`config.mk`:
```
export PLATFORM = sky130hd
export DESIGN_NAME = run_ctrl_flat
export DESIGN_NICKNAME = d
export VERILOG_FILES = /design/src/rtl/run_ctrl_if.sv /design/src/rtl/run_ctrl.sv /design/src/flat_wrapper.sv
export SDC_FILE = /design/constraint.sdc
export NUM_CORES = 1
export LEC_CHECK = 0
export BUFFER_PORTS_ARGS = -buffer_cell sky130_fd_sc_hd__buf_2
export CORE_ASPECT_RATIO = 1.1
export CORE_UTILIZATION = 53
export CTS_BUF_LIST = sky130_fd_sc_hd__clkbuf_16
export CTS_CLUSTER_SIZE = 16
export DETAILED_ROUTE_END_ITERATION = 8
export PLACE_DENSITY = 0.83
export SETUP_SLACK_MARGIN = 0.15
export SYNTH_ARGS = -nofsm -noshare
export SYNTH_HDL_FRONTEND = slang
export SYNTH_SLANG_ARGS = --single-unit
```
`constraint.sdc`:
```
create_clock -name Clk -period 5 [get_ports Clk]
set_clock_uncertainty 0.1 [all_clocks]
set_input_delay 1 -clock Clk [delete_from_list [all_inputs] [get_ports Clk]]
set_output_delay 1 -clock Clk [all_outputs]
set_load 0.01 [all_outputs]
```
`src/rtl/run_ctrl_if.sv`:
```
// run_ctrl_if: Start/Done handshake and fetch-control signals between the bench and run_ctrl.
interface run_ctrl_if;
    logic        Start;
    logic        Halt;
    logic        PcLoad;
    logic [9:0]  PcLoadVal;
    logic        Run;
    logic        Done;
    logic        Timeout;
    logic [1:0]  ProgIdx;
    logic [15:0] CycleCount;
    modport master (
        output Start, Halt,
        input  PcLoad, PcLoadVal, Run, Done, Timeout, ProgIdx, CycleCount
    );
    modport slave (
        input  Start, Halt,
        output PcLoad, PcLoadVal, Run, Done, Timeout, ProgIdx, CycleCount
    );
endinterface

```
`src/rtl/run_ctrl.sv`:
```
// run_ctrl: program-run controller answering the bench's Start/Done handshake for the fetch stage.
module run_ctrl #(
    parameter int          NUM_PROGS      = 3,
    parameter logic [9:0]  PROG_BASE0     = 10'd0,
    parameter logic [9:0]  PROG_BASE1     = 10'd0,
    parameter logic [9:0]  PROG_BASE2     = 10'd0,
    parameter logic [9:0]  PROG_BASE3     = 10'd0,
    parameter logic [15:0] TIMEOUT_CYCLES = 16'd4096
) (
    input logic       Clk,
    input logic       Reset,
    run_ctrl_if.slave bus
);
    typedef enum logic [1:0] {IDLE, ARMED, RUN, DONE} state_t;
    localparam logic [1:0] LAST_IDX = 2'(NUM_PROGS - 1);
    state_t          state, state_nxt;
    logic [1:0]      prog_idx;
    logic [15:0]     cycle_count;
    logic            timeout;
    logic            budget_spent;
    logic [3:0][9:0] bases;
    assign bases        = {PROG_BASE3, PROG_BASE2, PROG_BASE1, PROG_BASE0};
    assign budget_spent = cycle_count == TIMEOUT_CYCLES - 16'd1;
    always_ff @(posedge Clk)
        state <= Reset ? IDLE : state_nxt;
    // Start always wins: a restart in RUN beats Halt and the budget check
    always_comb begin
        state_nxt = state;
        case (state)
            IDLE:    state_nxt = bus.Start ? ARMED : IDLE;
            ARMED:   state_nxt = bus.Start ? ARMED : RUN;
            RUN:     state_nxt = bus.Start ? ARMED : (bus.Halt || budget_spent) ? DONE : RUN;
            default: state_nxt = bus.Start ? ARMED : DONE;
        endcase
    end
    always_ff @(posedge Clk) begin
        if (Reset) begin
            prog_idx    <= 2'd0;
            cycle_count <= 16'd0;
            timeout     <= 1'b0;
        end else begin
            case (state)
                ARMED: if (!bus.Start) begin
                    cycle_count <= 16'd0;
                    timeout     <= 1'b0;
                end
                RUN: begin
                    cycle_count <= cycle_count + 16'd1;
                    if (!bus.Start && !bus.Halt && budget_spent)
                        timeout <= 1'b1;
                end
                DONE: if (bus.Start) begin
                    prog_idx <= prog_idx == LAST_IDX ? 2'd0 : prog_idx + 2'd1;
                    timeout  <= 1'b0;
                end
                default: ;
            endcase
        end
    end
    assign bus.PcLoad     = state == ARMED;
    assign bus.Run        = state == RUN;
    assign bus.Done       = state == DONE;
    assign bus.PcLoadVal  = bases[prog_idx];
    assign bus.Timeout    = timeout;
    assign bus.ProgIdx    = prog_idx;
    assign bus.CycleCount = cycle_count;
endmodule

```
`src/flat_wrapper.sv`:
```
// flat-port wrapper written by rule: the top's interface ports become plain ports
module run_ctrl_flat 
#(
    parameter int          NUM_PROGS      = 3,
    parameter logic [9:0]  PROG_BASE0     = 10'd0,
    parameter logic [9:0]  PROG_BASE1     = 10'd0,
    parameter logic [9:0]  PROG_BASE2     = 10'd0,
    parameter logic [9:0]  PROG_BASE3     = 10'd0,
    parameter logic [15:0] TIMEOUT_CYCLES = 16'd4096
)
  (Clk, Reset, bus_Start, bus_Halt, bus_PcLoad, bus_PcLoadVal, bus_Run, bus_Done, bus_Timeout, bus_ProgIdx, bus_CycleCount);
  run_ctrl_if bus_i ();
  input logic Clk;
  input logic Reset;
  input wire logic [$bits(bus_i.Start)-1:0] bus_Start;
  input wire logic [$bits(bus_i.Halt)-1:0] bus_Halt;
  output wire logic [$bits(bus_i.PcLoad)-1:0] bus_PcLoad;
  output wire logic [$bits(bus_i.PcLoadVal)-1:0] bus_PcLoadVal;
  output wire logic [$bits(bus_i.Run)-1:0] bus_Run;
  output wire logic [$bits(bus_i.Done)-1:0] bus_Done;
  output wire logic [$bits(bus_i.Timeout)-1:0] bus_Timeout;
  output wire logic [$bits(bus_i.ProgIdx)-1:0] bus_ProgIdx;
  output wire logic [$bits(bus_i.CycleCount)-1:0] bus_CycleCount;
  assign bus_i.Start = bus_Start;
  assign bus_i.Halt = bus_Halt;
  assign bus_PcLoad = bus_i.PcLoad;
  assign bus_PcLoadVal = bus_i.PcLoadVal;
  assign bus_Run = bus_i.Run;
  assign bus_Done = bus_i.Done;
  assign bus_Timeout = bus_i.Timeout;
  assign bus_ProgIdx = bus_i.ProgIdx;
  assign bus_CycleCount = bus_i.CycleCount;
  run_ctrl #(.NUM_PROGS(NUM_PROGS), .PROG_BASE0(PROG_BASE0), .PROG_BASE1(PROG_BASE1), .PROG_BASE2(PROG_BASE2), .PROG_BASE3(PROG_BASE3), .TIMEOUT_CYCLES(TIMEOUT_CYCLES)) u_core (.Clk(Clk), .Reset(Reset), .bus(bus_i));
endmodule
```
[After elaboration in Yosys (flattened, before gate mapping)]
Index checks and enable logic that the tools add are counted.
Word-level totals
  register bits after elaboration: 21
  bits in latches: 0
  bits in writable memories: 0
  memory bits (read-only): 0
  memories kept: 0
Operators by class
  $add $sub $neg: 2
  $mul: 0
  divide/modulo/power cells: 0
  order comparisons: 1
  equality and inequality tests: 8
  shift-type cells: 0
  mux-type cells: 15
  bitwise operators: 0
  reductions and logical operators: 11
Operators by type and width (number)
  case mux 16 bit (2 select lines): 1
  binary-select mux 10 bit (select 2 bit): 1
  adder 16 x 1 -> 16 bit, second input constant: 1
  == test 16 x 12 -> 1 bit, second input constant: 1
  2-to-1 mux 16 bit: 1
  2-to-1 mux 10 bit: 1
  2-to-1 mux 2 bit: 4
  == test 2 bit, second input constant: 3
  case mux 2 bit (3 select lines): 1
  2-to-1 mux 1 bit: 5
  != test 2 bit, second input constant: 2
  AND reduction 2 bit: 2
  AND reduction 4 bit: 1
  less-than comparator 2 x 3 -> 1 bit, second input constant: 1
  case mux 1 bit (3 select lines): 1
  nonzero test 3 bit: 1
  adder 2 x 1 -> 2 bit, second input constant: 1
  == test 2 x 1 -> 1 bit, second input constant: 1
  logical AND 1 bit: 2
  zero test 1 bit: 2
  zero test 2 bit: 1
  != test 2 x 1 -> 1 bit, second input constant: 1
  nonzero test 2 bit: 1
  logical OR 1 bit: 1

[Depth between registers and ports, before layout]
  word-level depth: 5
  mapped depth: 6

[Least setup slack after synthesis]
No wires, ideal clock.
  path type: input to register
  start point: input port bus_Start
  end point: register u_core.cycle_count[15] (netlist: u_core.bus.CycleCount[15])
  library setup time: 0.070 ns
  data arrival time: 2.089 ns
  data required time: 4.830 ns
  path slack: 2.741 ns
  stages on the path: 4
  buffers on the path: 0
  cells stage by stage: or3b_1 > a21o_1 > or4_1 > a21oi_1
Between the ends
  word-level cells in the longest chain between the ends: 2
RTL lines
  from (decl): RTL line flat_wrapper.sv:15  | input wire logic [$bits(bus_i.Start)-1:0] bus_Start;
  != test 2 bit (no source line)
  AND reduction 2 bit (no source line)
  to (signal assigned): RTL line run_ctrl.sv:48  | cycle_count <= cycle_count + 16'd1;
  to (decl): RTL line run_ctrl.sv:18  | logic [15:0] cycle_count;
No other way between the ends.
A chain may end at the register's enable or synchronous reset.

[Worst setup path after layout]
  start point: register u_core.state[0]
  end point: output port bus_Run
Between the ends
  word-level cells in the longest chain between the ends: 1
RTL lines
  from (decl): RTL line run_ctrl.sv:16  | state_t state, state_nxt;
  from (signal assigned): RTL line run_ctrl.sv:25  | state <= Reset ? IDLE : state_nxt;
  == test 2 bit: RTL line run_ctrl.sv:61  | assign bus.Run = state == RUN;
  to (decl): RTL line flat_wrapper.sv:19  | output wire logic [$bits(bus_i.Run)-1:0] bus_Run;
No other way between the ends.

==> impl_metrics.tcl <==
set metrics [dict create \
    r2r_start "u_core.state[1]" \
    grt.busiest_layer "met2" \
    drt_iter0_markers 22 \
    cts_sinks 21 \
    finalSetupTns_ns 0 \
    synth_top_area_share_pct 37.8 \
    via_count 1108 \
    crit_chain "nand2b_1 > inv_1 > buf_2" \
    crit_slowest_cell "dfxtp_1" \
    grtUsageMet2_pct 37.9 \
    synth-edff-count 0 \
    syn2layout_area_growth_pct 16.4 \
    antenna_found_initial 0 \
    crit_fanout 14 \
    worst_slew_pin_slew_ns 0.712 \
    grt_overflow 0 \
    timing.rr.end "u_core.bus.CycleCount[13]" \
    synth_top_area_cell "dfxtp_1" \
    r2r_setup_slack_ns 2.98 \
    dieArea_mm2 0.00229 \
    worstHoldPathType "flip-flop to flip-flop" \
    ys_seq_area_share_pct 37.8 \
    final.min_clock_period_ns 2.55 \
    vdd_drop_max_mv 0.212 \
    cp-end-kind "primary output" \
    post-route-worst-setup-slack_ns 2.45 \
    ys_ff_latch 21 \
    drtAntennaViolNets 0 \
    numCtsBuffers 3 \
    cts_resized 0 \
    crit_path_start_kind "flip-flop" \
    postCtsHoldBufs 0 \
    grt_usage_pct 24.4 \
    synth-simple-area-share_pct 32.5 \
    dp_hpwl_um 1790 \
    clock-root-buffer "clkbuf_16" \
    drv_cap 0 \
    synth_cell_types 37 \
    finalHoldViolCount 0 \
    ios 36 \
    die_h_um 50.0 \
    grt_pass1_wl_um 4040 \
    layout_common_cells "25 x buf_2, 21 x dfxtp_1, 13 x nor2_1, 11 x nand2_1" \
    setup_viol 0 \
    slowest_delay_ns 0.44 \
    syn_area_mm2 0.00111 \
    n_antenna_cell 0 \
    core_mm2 0.00200 \
    finalNonFillerCells 190 \
    initial_core_util_pct 55.6 \
    yosys_most_used_dff "dfxtp_1" \
    relSlewSlack_pct 52.1 \
    cts_max_level 1 \
    worstSkewPairLatency_ns 0.26 \
    drt-total-wl_um 2480 \
    synth.area.mux_share_pct 3.04 \
    rsz0062_at_grt "false" \
    grt_util_met1_pct 30.7 \
    period_share_pct 50.9 \
    synth_compound_area_share_pct 14.5 \
    dieWidth_um 45.7 \
    worst_r2r_path_depth 4 \
    place_ws_ns 2.33 \
    ys_top_cells_by_area "dfxtp_1 38%, buf_4 6.7%, a21oi_1 4.5%, nor2_1 4.4%, nand2_1 3.7%" \
    crit_arrival_ns 1.45 \
    worstHoldEndpoint "u_core.bus.CycleCount[14]" \
    ctsLongestPathBuffers 2 \
    grt_max_degree 21 \
    yosys_warnings 0 \
    whs_ns 0.402 \
    status "finished, final reports clean" \
    max_freq_mhz 393 \
    holdPathStages 2 \
    wl_per_cell_um 13.0 \
    final_net_count 168 \
    port-buffer-count 25 \
    drt-pass1-iter-count 4 \
    hp-start "u_core.bus.CycleCount[14]" \
    ys_async_sr_fraction_pct 0 \
    synth_top_family_by_area "simple AND/OR/NAND/NOR gates" \
    synthAdderAreaFrac_pct 1.12 \
    cts_setup_buffers 0 \
    drt-vias-per-instance 5.83 \
    grtUsageMet3_pct 4.76 \
    final_common_cell "buf_2" \
    place_inst 186 \
    path_buf_inv 2 \
    clkSlewWorstSetupHoldPaths_ns 0.06 \
    slew_viol_final 0 \
    critPathKind "flip-flop to primary output" \
    p_per_area_mw_per_mm2 276 \
    first_global_vias 915 \
    cts_tree "built" \
    critical-path-top-delay-family "flip-flops" \
    worstPathRequired_ns 3.90 \
    p_leak_nw 0.543 \
    synth-xor-area-share_pct 1.57 \
    drcViolationCount 0 \
    gp_congestion 0.896 \
    netlist_instances 138 \
    syn_avg_cell_area_um2 8.06 \
    drive_gt1_share_pct 19.1 \
    rows 17 \
]
## sequential cells by signal (all words and copies together) (netlist names)
name	cells
u_core.bus.Timeout	1
u_core.bus.CycleCount	16
u_core.state	2
u_core.bus.ProgIdx	2
## worst max-delay path by stage
| stage | cells past startpoint | slack [ns] | startpoint | to |
|---|---|---|---|---|
| final | 3 | 2.45 | u_core.state[0] | bus_Run |
| after global placement | 5 | 2.38 | bus_Start | u_core.bus.CycleCount[15] |
| after CTS | 3 | 2.45 | u_core.state[0] | bus_Run |
| after global routing | 3 | 2.32 | u_core.state[0] | bus_Run |
| after floorplan | 4 | 2.74 | bus_Start | u_core.bus.CycleCount[15] |
| after detailed placement | 5 | 2.33 | bus_Start | u_core.bus.CycleCount[15] |
## worst reg2reg max path: stages (launching register included)
cell and delay (ns):
dfxtp_1 0.45, nand2b_1 0.30, or2_1 0.40, or4_1 0.54, a21oi_1 0.16
## synth_stat cells (3+ instances only)
cell	number
nor4_1	3
nand3b_1	3
a21oi_1	10
nand2b_1	3
clkbuf_1	4
o21ai_0	5
and2_1	4
nand2_1	11
nor2_1	13
buf_4	10
nor3_1	6
mux2_2	3
or3_1	3
nand3_1	6
inv_1	3
nand4_1	4
or4_1	3
dfxtp_1	21
## cell type report
type,count,area [um^2]
Timing Repair Buffer,25,125
Clock inverter,1,3.75
Inverter,3,11.3
Multi-Input combinational cell,109,624
Tap cell,28,35.0
Sequential cell,21,420
Fill cell,193,704
Clock buffer,3,75.1
## kinds of logic (layout without fill, tap and decap cells)
logic type / after synthesis / in the layout
fa+ha+maj: 1 / 1
mux: 3 / 3
buf+inv: 17 / 32
other cells: 1 / 10
compound gates: 26 / 26
flops: 21 / 21
xor+xnor: 2 / 2
simple gates: 67 / 67
## layer usage
| layer | vias to the layer above | part of all wire [%] |
|---|---|---|
| met4 | 0 | 2.1 |
| met5 | - | 0 |
| met2 | 38 | 48 |
| li1 | 531 | - |
| met3 | 8 | 5.1 |
| met1 | 531 | 45 |
## per-stage QoR
step / instance area (um^2) / util, % / total power [mW]
after floorplan: 1150 / - / 0.193
after global placement: 1220 / 60.8 / 0.192
after detailed placement: 1220 / 60.8 / 0.192
after CTS: 1290 / 64.8 / 0.356
after global routing: 1290 / 64.8 / 0.367
final: 1290 / 64.8 / 0.357
## power by group
group | internal, mW | total (mW) | switching, mW
sequential | 0.169 | 0.171 | 0.00202
combinational | 0.00503 | 0.0182 | 0.0132
clock | 0.107 | 0.168 | 0.0616
total | 0.280 | 0.357 | 0.0768
Power figures use the tool's default switching activity.
